===== src/rtl/fetch_pc_unit_pkg.sv =====
// Shared types for the fetch PC unit: FSM states, next-PC select codes
// and a saturating counter helper used when FETCH_PERF_CNT_EN is set.
package fetch_pc_unit_pkg;

    localparam int PC_W = 16;
    localparam logic [PC_W-1:0] RESET_PC_DEF = 16'h0000;

    typedef enum logic [1:0] {
        S_REQ  = 2'd0,
        S_RESP = 2'd1,
        S_OUT  = 2'd2
    } state_e;

    typedef enum logic [1:0] {
        NPC_HOLD   = 2'd0,
        NPC_STEP   = 2'd1,
        NPC_BRANCH = 2'd2
    } npc_sel_e;

    function automatic logic [15:0] sat_inc(input logic [15:0] v);
        return (v == 16'hFFFF) ? v : v + 16'd1;
    endfunction

endpackage


===== src/rtl/fetch_pc_unit_next_pc.sv =====
// Next fetch-PC select: hold, sequential step or branch redirect.
module fetch_pc_unit_next_pc
    import fetch_pc_unit_pkg::*;
#(
    parameter logic [PC_W-1:0] PC_STEP = 16'd1
) (
    input  npc_sel_e        sel_i,
    input  logic [PC_W-1:0] pc_i,
    input  logic [PC_W-1:0] branch_addr_i,
    output logic [PC_W-1:0] pc_o
);

    always_comb begin
        pc_o = pc_i;
        unique case (sel_i)
            NPC_STEP:   pc_o = pc_i + PC_STEP;
            NPC_BRANCH: pc_o = branch_addr_i;
            default:    pc_o = pc_i;
        endcase
    end

endmodule


===== src/rtl/fetch_pc_unit.sv =====
// PC / instruction-fetch stage: req/gnt+rvalid fetch, valid/ready to decode.
// Optional saturating perf counters behind FETCH_PERF_CNT_EN.
module fetch_pc_unit
    import fetch_pc_unit_pkg::*;
#(
    parameter logic [PC_W-1:0] RESET_PC = RESET_PC_DEF,
    parameter logic [PC_W-1:0] PC_STEP  = 16'd1,
    parameter int              INSTR_W  = 16
) (
    input  logic               clk,
    input  logic               rst_n,
    input  logic               branch_en,
    input  logic [PC_W-1:0]    branch_addr,
    output logic               imem_req,
    output logic [PC_W-1:0]    imem_addr,
    input  logic               imem_gnt,
    input  logic               imem_rvalid,
    input  logic [INSTR_W-1:0] imem_rdata,
    output logic               instr_valid,
    input  logic               instr_ready,
    output logic [INSTR_W-1:0] instr_out,
    output logic [PC_W-1:0]    pc_current
`ifdef FETCH_PERF_CNT_EN
    ,
    output logic [15:0]        perf_fetched,
    output logic [15:0]        perf_flushed
`endif
);

    state_e               state_q;
    logic [PC_W-1:0]      fetch_pc_q;
    logic [PC_W-1:0]      fetch_pc_d;
    logic [PC_W-1:0]      pc_cur_q;
    logic [INSTR_W-1:0]   instr_q;
    logic                 drop_q;
    npc_sel_e             npc_sel;

    logic st_legal;
    assign st_legal = (state_q == S_REQ) || (state_q == S_RESP)
                   || (state_q == S_OUT);

    always_comb begin
        npc_sel = NPC_HOLD;
        if (st_legal && branch_en)
            npc_sel = NPC_BRANCH;
        else if (state_q == S_OUT && instr_ready)
            npc_sel = NPC_STEP;
    end

    fetch_pc_unit_next_pc #(
        .PC_STEP(PC_STEP)
    ) u_next_pc (
        .sel_i        (npc_sel),
        .pc_i         (fetch_pc_q),
        .branch_addr_i(branch_addr),
        .pc_o         (fetch_pc_d)
    );

    logic leave_out;
    logic discard;
    assign leave_out = (state_q == S_OUT) && (branch_en || instr_ready);
    assign discard   = (state_q == S_RESP) && imem_rvalid
                    && (drop_q || branch_en);

    always_ff @(posedge clk) begin
        if (!rst_n) begin
            state_q    <= S_REQ;
            fetch_pc_q <= RESET_PC;
            pc_cur_q   <= RESET_PC;
            instr_q    <= '0;
            drop_q     <= 1'b0;
        end else begin
            fetch_pc_q <= fetch_pc_d;
            unique case (state_q)
                S_REQ: begin
                    if (imem_gnt) begin
                        state_q <= S_RESP;
                        drop_q  <= branch_en;
                    end
                end
                S_RESP: begin
                    if (imem_rvalid) begin
                        drop_q <= 1'b0;
                        if (discard) begin
                            state_q <= S_REQ;
                        end else begin
                            instr_q  <= imem_rdata;
                            pc_cur_q <= fetch_pc_q;
                            state_q  <= S_OUT;
                        end
                    end else if (branch_en) begin
                        drop_q <= 1'b1;
                    end
                end
                S_OUT: begin
                    if (leave_out) state_q <= S_REQ;
                end
                default: state_q <= S_REQ;
            endcase
        end
    end

`ifdef FETCH_PERF_CNT_EN
    logic [15:0] fetched_q;
    logic [15:0] flushed_q;

    always_ff @(posedge clk) begin
        if (!rst_n) begin
            fetched_q <= '0;
            flushed_q <= '0;
        end else begin
            if (leave_out) fetched_q <= sat_inc(fetched_q);
            if (discard)   flushed_q <= sat_inc(flushed_q);
        end
    end

    assign perf_fetched = fetched_q;
    assign perf_flushed = flushed_q;
`endif

    // Request and valid are masked during the reset cycle itself.
    assign imem_req    = rst_n && (state_q == S_REQ);
    assign imem_addr   = fetch_pc_q;
    assign instr_valid = rst_n && (state_q == S_OUT);
    assign instr_out   = instr_q;
    assign pc_current  = pc_cur_q;

endmodule


===== config.mk =====
export PLATFORM = sky130hd
export DESIGN_NAME = fetch_pc_unit
export DESIGN_NICKNAME = d
export VERILOG_FILES = /design/src/rtl/fetch_pc_unit_pkg.sv /design/src/rtl/fetch_pc_unit_next_pc.sv /design/src/rtl/fetch_pc_unit.sv
export SDC_FILE = /design/constraint.sdc
export NUM_CORES = 1
export LEC_CHECK = 0
export CAP_MARGIN = 40
export CORE_ASPECT_RATIO = 2
export CORE_MARGIN = 8
export CORE_UTILIZATION = 46
export DETAILED_ROUTE_END_ITERATION = 6
export PLACE_DENSITY = 0.81
export SYNTH_ARGS = -nofsm -noshare
export SYNTH_HDL_FRONTEND = slang
export SYNTH_HIERARCHICAL = 1
export SYNTH_SLANG_ARGS = --single-unit

===== constraint.sdc =====
create_clock -name clk -period 2.7 [get_ports clk]
set_input_delay 0.54 -clock clk [delete_from_list [all_inputs] [get_ports clk]]
set_output_delay 0.54 -clock clk [all_outputs]
set_load 0.005 [all_outputs]

# Yosys cells after proc, flatten, opt, wreduce, memory -nomap -nowiden
# Cells that the tools add are included.
[totals] register_bits=51 inputBits=38 out_inout_bits=50 word_cells=44
[op_classes] n_addsub=1 n_eq_ne=8 n_mux=12 bitwise=1 reduce_logical=17
[ops] cell="$pmux 16 s2" count=1
[ops] cell="$add 16x1->16 const B" count=1
[ops] cell="$mux 2" count=5
[ops] cell="$reduce_and 3->1" count=3
[ops] cell="$logic_and 1x1->1" count=7
[ops] cell="$ne 2x2->1 const B" count=3
[ops] cell="$pmux 2 s3" count=1
[ops] cell="$eq 2x1->1 const B" count=2
[ops] cell="$eq 2x2->1 const B" count=2
[ops] cell="$logic_or 1x1->1" count=4
[ops] cell="$mux 1" count=4
[ops] cell="$reduce_bool 2->1" count=2
[ops] cell="$ne 3x3->1 const B" count=1
[ops] cell="$logic_not 2->1" count=1
[ops] cell="$pmux 1 s2" count=1
[ops] cell="$not 1->1" count=1

# Logic depth before layout (Yosys ltp)
# Gate-level depths: netlist of the first run.
[logic_depth] word_depth=7 mapped_depth=11 mapped_depth_nobuf=9

# Cells and area by module
# Netlist of the first run, hierarchy kept.
[by_module_without_submodules] module="fetch_pc_unit" n_inst=1 cells_each=194 area_per_inst_um2=1906.8 seq_area_each_um2=1021.0
[by_module_without_submodules] module="fetch_pc_unit_next_pc" n_inst=1 cells_each=107 area_per_inst_um2=715.7 seq_area_each_um2=0.0

# Least setup slack after synthesis of the first run
# No wires, ideal clock.
[synth_path] path_type="input-to-reg" startpoint="input branch_en" endpoint="register fetch_pc_q[2] (netlist: imem_addr[2])" setup_ns=0.115 arrival_ns=2.157 t_required_ns=2.585 path_slack_ns=0.428 cell_stages=9 n_path_buf=2 cell_sequence="nor4b_1 inv_1 ha_1 clkbuf_1 nor2b_1 clkbuf_1 a222oi_1 inv_1 and2_1"
[synth_via] elab_chain_len=4 elab_cells_between_ends=6 cone_classes="eq/ne (2); mux (2); reduce/logical (2)"
[synth_lines] element="start: declaration" line_no="fetch_pc_unit.sv:12" text="input logic branch_en,"
[synth_lines] element="$logic_and 1x1->1 *" line_no="fetch_pc_unit.sv:44" text="if (st_legal && branch_en)"
[synth_lines] element="$mux 2 *" line_no="fetch_pc_unit.sv:44"
[synth_lines] element="$eq 2x2->1 or $eq 2x1->1 (tied branches)" line_no="fetch_pc_unit_next_pc.sv:15" text="unique case (sel_i)"
[synth_lines] element="$pmux 16 s2 *" line_no="fetch_pc_unit_next_pc.sv:15"
[synth_lines] element="via fetch_pc_d[2]" line_no="fetch_pc_unit.sv:32" text="logic [PC_W-1:0] fetch_pc_d;"
[synth_lines] element="end signal: assignment" line_no="fetch_pc_unit.sv:73" text="fetch_pc_q <= fetch_pc_d;"
[synth_lines] element="end: declaration" line_no="fetch_pc_unit.sv:31" text="logic [PC_W-1:0] fetch_pc_q;"
# Mark *: on every way through the listed nets, which the timed path passes. The rest lies on a longest branch.
# A chain may end at the register's enable or synchronous reset.

# Worst setup path in the final report of the first run
[layout_path] startpoint="input branch_en" endpoint="register fetch_pc_q[10] (netlist: imem_addr[10])"
[layout_via] elab_chain_len=4 elab_cells_between_ends=6 cone_classes="eq/ne (2); mux (2); reduce/logical (2)"
[layout_lines] element="$logic_and 1x1->1 *" line_no="fetch_pc_unit.sv:44"
[layout_lines] element="$mux 2 *" line_no="fetch_pc_unit.sv:44"
[layout_lines] element="via npc_sel[1]" line_no="fetch_pc_unit.sv:36" text="npc_sel_e npc_sel;"
[layout_lines] element="$eq 2x2->1 or $eq 2x1->1 (tied branches)" line_no="fetch_pc_unit_next_pc.sv:15"
[layout_lines] element="$pmux 16 s2 *" line_no="fetch_pc_unit_next_pc.sv:15"
[layout_lines] element="via fetch_pc_d[10]" line_no="fetch_pc_unit.sv:32"
# Marks and branches as above.

==> results of run 1 <==
==> worst paths after layout <==
check	start	to	slack [ns]	depth (start not counted)
max	branch_en	imem_addr[10]$_SDFF_PN0_	0.14	9
min	pc_current[10]$_SDFFE_PN0P_	pc_current[10]$_SDFFE_PN0P_	0.46	2
max reg2reg	state_q[1]$_SDFFE_PN0P_	imem_addr[10]$_SDFF_PN0_	0.36	9
min reg2reg	pc_current[10]$_SDFFE_PN0P_	pc_current[10]$_SDFFE_PN0P_	0.46	2
==> metal layers <==
metal	GRT usage, %	vias to the layer above
met5	0	-
met4	5.548	0
met3	6.068	11
met2	28.87	122
met1	18.32	1147
li1	-	1215
==> cells by family after synthesis <==
logic type | share of synthesized area (%)
flip-flops | 38.93
multiplexers | 17.32
buffers and inverters | 6.059
AND/OR/NAND/NOR | 26.72
adder cells (fa/ha/maj) | 1.431
AO/OA/AOI/OAI | 9.542
==> cell usage after synthesis (2+ instances only) <==
library cell / count
nand2_1: 72
dfxtp_1: 51
mux2i_1: 42
nor2_1: 19
and2_1: 16
clkbuf_1: 10
inv_1: 10
a22oi_1: 9
nand3_1: 7
a21oi_1: 4
buf_2: 4
nand4_1: 4
o21ai_0: 4
o21ai_1: 4
a222oi_1: 3
buf_8: 3
ha_1: 3
nor3_1: 3
a211oi_1: 2
a21o_1: 2
buf_1: 2
mux2_2: 2
nor2b_1: 2
nor3_4: 2
nor4_2: 2
==> report_power, final <==
| group | internal (µW) | switching [µW] | total [µW] |
|---|---|---|---|
| Sequential | 771 | 33.6 | 805 |
| Combinational | 130 | 90.0 | 220 |
| Clock | 433 | 263 | 696 |
| Total | 1330 | 387 | 1720 |
==> stage by stage <==
step	power, µW	setup slack (ns)
CTS	1732	0.08170
finish	1721	0.1411
floorplan	915.5	0.4280
global route	1781	0.02647
detailed placement	1039	-0.1967
global placement	1030	-0.09297
==> cell usage in the layout, fill, tap and decap left out, drive strengths merged, types with 3 or more instances in the layout <==
master / instances
inv: 10
ha: 3
a22oi: 9
nor3: 5
and2: 17
nand4: 6
a21oi: 4
nand3: 8
a222oi: 3
o21ai: 8
nor2: 19
nor4: 3
mux2: 3
clkbuf: 6
buf: 17
dfxtp: 51
nand2: 72
clkdlybuf4s50: 86
mux2i: 42
==> flip-flops by register name, summed over array words and instances (netlist names) <==
name / cells
pc_current: 16
instr_out: 16
drop_q: 1
state_q: 2
imem_addr: 16
==> final cells by class <==
cell class | instances | area [µm²]
Multi-Input combinational cell | 220 | 1451
Timing Repair Buffer | 103 | 985.9
Clock inverter | 1 | 30.03
Inverter | 10 | 37.54
Clock buffer | 6 | 128.9
Fill cell | 465 | 1881
Tap cell | 61 | 76.32
Sequential cell | 51 | 1021
==> critical path, cell delays in order <==
cell and delay [ns]:
clkdlybuf4s50_1 0.49, buf_4 0.12, a21boi_0 0.26, ha_1 0.39
buf_4 0.22, or3_1 0.35, mux2i_1 0.16, a221o_1 0.14
and2_1 0.12
==> timing repair <==
item	in CTS	in global routing
resized for setup	0	2
endpoints found under the setup margin	0	14
hold buffers	0	0
==> impl_metrics.py, run 1 <==
metrics = {
    "outcome": {
        "status": "finished clean",
    },
    "synth": {
        "syn_nets": 342,
        "synth_seq_cells": 51,
        "yosys-top-cells-area": "dfxtp_1 (39%), mux2i_1 (16%), nand2_1 (10%)",
        "synthCells": 301,
        "ys.warnings.count": 6,
        "ys_types": 44,
        "ys_async_sr_fraction_pct": 0,
        "yosysTopAreaCellShare_pct": 38.93,
        "avgSynthCellArea_um2": 8.713,
        "seq_area_frac_synth_pct": 38.93,
        "ys_dominant_reg_cell": "dfxtp_1",
        "yosys.area.top_type": "dfxtp_1",
        "synth_enable_flop_cells": 0,
        "syn_area_um2": 2623,
    },
    "worst_setup_path": {
        "worstPathMaxFanout": 10,
        "crit_path_start_kind": "input pin",
        "endpoint_kind": "register",
        "cp.arrival_ns": 2.79,
        "path_class": "input pin to register",
        "critPathRequiredTime_ns": 2.93,
    },
    "route": {
        "met3RoutedLength_um": 703,
        "routedWlPerCell_um": 16.33,
        "first_pass_iters": 6,
        "vias_per_cell": 5.520,
        "ant_nets": 0,
        "drt-initial-drc-count": 197,
        "num_vias": 2495,
        "wl_met2_mm": 3.530,
        "met1Wirelength_mm": 3.036,
        "top_layer_used": "met4",
        "wirelength_mm": 7.380,
        "drc_errors": 0,
    },
    "timing": {
        "period_share_pct": 94.78,
        "rsz0062_at_grt": "false",
        "tightestPinTransition_ns": 0.5111,
        "skew_ns": 0.006525,
        "tns_ns": 0,
        "min_period_ns": 2.559,
        "hold_ws_ns": 0.4566,
        "setup_viol": 0,
        "drv_slew": 0,
        "fmax_ghz": 0.3908,
        "hold_viol_final": 0,
        "maxSlewHeadroom_pct": 65.92,
    },
    "place": {
        "hpwl_mm": 5.552,
        "globalplace.congestion": 0.8025,
        "dp.cells": 445,
        "placed_area_um2": 3563,
        "numPortBuffers": 87,
    },
    "die": {
        "die_width_um": 69.39,
        "fp.coreArea_um2": 5612,
        "start_util_pct": 46.73,
        "die_h_um": 122.8,
        "ios": 88,
        "dieArea_um2": 8520,
        "num_rows": 39,
    },
    "global_routing": {
        "grt_pass1_wl_mm": 12.20,
        "grt_overflow": 0,
        "antenna_found_initial": 0,
        "grt_use_total_pct": 16.66,
        "grt_max_degree": 60,
        "grt_pass1_vias": 2577,
    },
    "cts": {
        "cts_max_path_buffers": 2,
        "clock-root-buffer": "clkbuf_16",
        "cts_tree": "yes",
        "cts.sinks": 51,
        "clk_latency_ns": 0.28,
        "cts-htree-levels": 2,
        "cts_buffers": 5,
        "postCtsSetupRepairBufs": 0,
        "clk_pin_slew_ns": 0.06,
    },
    "final_layout": {
        "drive_above_1_share_pct": 9.207,
        "fin_area_um2": 3731,
        "fin_util_pct": 66.49,
        "syn_to_final_growth_pct": 42.27,
        "finalNonFillerCells": 452,
        "diodes": 0,
        "nets": 432,
    },
    "power": {
        "p_per_area_nw_per_um2": 461.2,
        "irDropWorstVdd_mv": 0.5509,
        "p_leak_uw": 0.001379,
    },
    "run": {
        "drv_cap": 0,
    },
    "hold_path": {
        "hp-class": "register to register",
    },
}
No activity file was read; power rests on OpenSTA's default activity.
==> run 2: changes to the inputs <==
--- a/config.mk
+++ b/config.mk
@@ -11,6 +11,7 @@
 export CORE_UTILIZATION = 46
 export DETAILED_ROUTE_END_ITERATION = 6
 export PLACE_DENSITY = 0.81
+export SLEW_MARGIN = 20
 export SYNTH_ARGS = -nofsm -noshare
 export SYNTH_HDL_FRONTEND = slang
 export SYNTH_HIERARCHICAL = 1
==> results of run 2 <==
No change in the layout: final DEF, timing and power equal those of run 1.
==> run 3: changes to the inputs <==
==> constraint.sdc (replaced) <==
create_clock -name clk -period 2.7 [get_ports clk]
set_input_delay 0.54 -clock clk [delete_from_list [all_inputs] [get_ports clk]]
set_output_delay 0.54 -clock clk [all_outputs]
set_load 0.05 [all_outputs]
==> impl_metrics.py, run 3 (synthesis results as in run 1) <==
metrics = {
    "route": {
        "drt-initial-drc-count": 284,
        "num_vias": 2510,
        "first_pass_iters": 5,
        "routedWlPerCell_um": 16.58,
        "wirelength_mm": 7.545,
        "vias_per_cell": 5.516,
        "ant_nets": 0,
        "drc_errors": 0,
    },
    "die": {
        "start_util_pct": 46.73,
        "ios": 88,
        "die_h_um": 122.8,
        "num_rows": 39,
        "die_width_um": 69.39,
        "fp.coreArea_um2": 5612,
        "dieArea_um2": 8520,
    },
    "global_routing": {
        "grt_max_degree": 58,
        "grt_pass1_wl_mm": 12.49,
        "grt_overflow": 0,
        "antenna_found_initial": 0,
        "grt_use_total_pct": 17.24,
        "grt_pass1_vias": 2678,
    },
    "final_layout": {
        "mostFrequentLayoutCells": "clkdlybuf4s50_1 (84), nand2_1 (72), dfxtp_1 (51)",
        "drive_above_1_share_pct": 10.66,
        "syn_to_final_growth_pct": 43.65,
        "final_common_cell": "clkdlybuf4s50_1",
        "nets": 434,
        "diodes": 0,
    },
    "worst_setup_path": {
        "worstPathMaxFanout": 9,
        "r2r_setup_slack_ns": 0.40,
        "cp.arrival_ns": 2.71,
        "crit_path_start_kind": "input pin",
        "critPathRequiredTime_ns": 2.93,
        "endpoint_kind": "register",
        "path_class": "input pin to register",
    },
    "timing": {
        "hold_viol_final": 0,
        "rsz0062_at_grt": "false",
        "drv_slew": 0,
        "tns_ns": 0,
        "min_period_ns": 2.471,
        "period_share_pct": 91.50,
        "skew_ns": 0.006362,
        "tightestPinTransition_ns": 0.5326,
        "setup_viol": 0,
        "setup_ws_ns": 0.2294,
        "fmax_ghz": 0.4048,
        "hold_ws_ns": 0.4536,
        "maxSlewHeadroom_pct": 64.38,
    },
    "power": {
        "internal_power_uw": 1301,
        "p_per_area_nw_per_um2": 467.0,
        "p_switching_uw": 458.2,
        "p_leak_uw": 0.001400,
        "pwr-share-clk_pct": 37.9,
        "sw_frac_of_total_pct": 26.04,
        "p_seq_share_pct": 45.5,
        "irDropWorstVdd_mv": 0.3877,
        "comb_power_share_pct": 16.6,
    },
    "place": {
        "numPortBuffers": 87,
        "hpwl_mm": 5.593,
        "globalplace.congestion": 0.8372,
        "post-place-ws_ns": -0.1911,
    },
    "cts": {
        "clk_pin_slew_ns": 0.07,
        "cts-resized-gates": 0,
        "clock-root-buffer": "clkbuf_16",
        "cts.sinks": 51,
        "cts_buffers": 5,
        "cts_tree": "yes",
        "cts_hold_buffers": 0,
        "clk_latency_ns": 0.29,
        "postCtsSetupRepairBufs": 0,
        "cts_max_path_buffers": 2,
        "cts-htree-levels": 2,
    },
    "outcome": {
        "status": "finished clean",
    },
    "hold_path": {
        "hp-class": "register to register",
    },
    "run": {
        "drv_cap": 0,
    },
}
## run 3: cell count changes in the layout (fill, tap and decap cells not counted), moves of 2 or more
cell	before	now
buf_12	0	2
buf_4	16	18
clkbuf_8	0	2
clkdlybuf4s50_1	86	84
## run 3: cell type report
class	instances	area, µm²
Clock inverter	1	7.507
Fill cell	457	1844
Multi-Input combinational cell	220	1451
Inverter	10	37.54
Sequential cell	51	1021
Tap cell	61	76.32
Timing Repair Buffer	105	1021
Clock buffer	7	152.6
## run 3: critical path: stages
cell and delay (ns):
clkdlybuf4s50_1 0.44, nor4b_2 0.29, inv_1 0.09, ha_1 0.42
buf_4 0.21, or3_1 0.34, mux2i_1 0.14, a221o_1 0.12
and2_1 0.11
## run 3: routing by layer
| metal | GRT usage [%] | routed length (µm) | vias to the layer above |
|---|---|---|---|
| met5 | 0 | 0 | - |
| met4 | 6.452 | 96 | 0 |
| met3 | 7.201 | 756 | 13 |
| met2 | 29.80 | 3642 | 108 |
| met1 | 18.23 | 3050 | 1178 |
| li1 | - | - | 1211 |
## run 3: power groups by stage
stage	combinational [µW]	sequential (µW)	clock, µW
floorplan	109	867	0
global placement	281	816	0
detailed placement	290	816	0
CTS	291	799	681
global route	311	803	711
finish	292	800	667
## run 3: metrics by stage
| step | util (%) | std cells | power, µW | area [µm²] |
|---|---|---|---|---|
| final | 67.13 | 455 | 1759 | 3767 |
| after floorplan | - | 301 | 976.1 | 2623 |
| after global placement | 64.12 | 447 | 1097 | 3598 |
| after global routing | 67.13 | 455 | 1824 | 3767 |
| after detailed placement | 64.12 | 447 | 1106 | 3598 |
| after CTS | 66.98 | 455 | 1772 | 3759 |
## run 3: final timing paths
| kind | from | cells after the start | endpoint |
|---|---|---|---|
| setup / recovery | branch_en | 9 | imem_addr[10]$_SDFF_PN0_ |
| hold / removal | instr_out[5]$_SDFFE_PN0P_ | 2 | instr_out[5]$_SDFFE_PN0P_ |
| setup reg to reg | state_q[1]$_SDFFE_PN0P_ | 9 | imem_addr[10]$_SDFF_PN0_ |
| hold reg to reg | instr_out[5]$_SDFFE_PN0P_ | 2 | instr_out[5]$_SDFFE_PN0P_ |
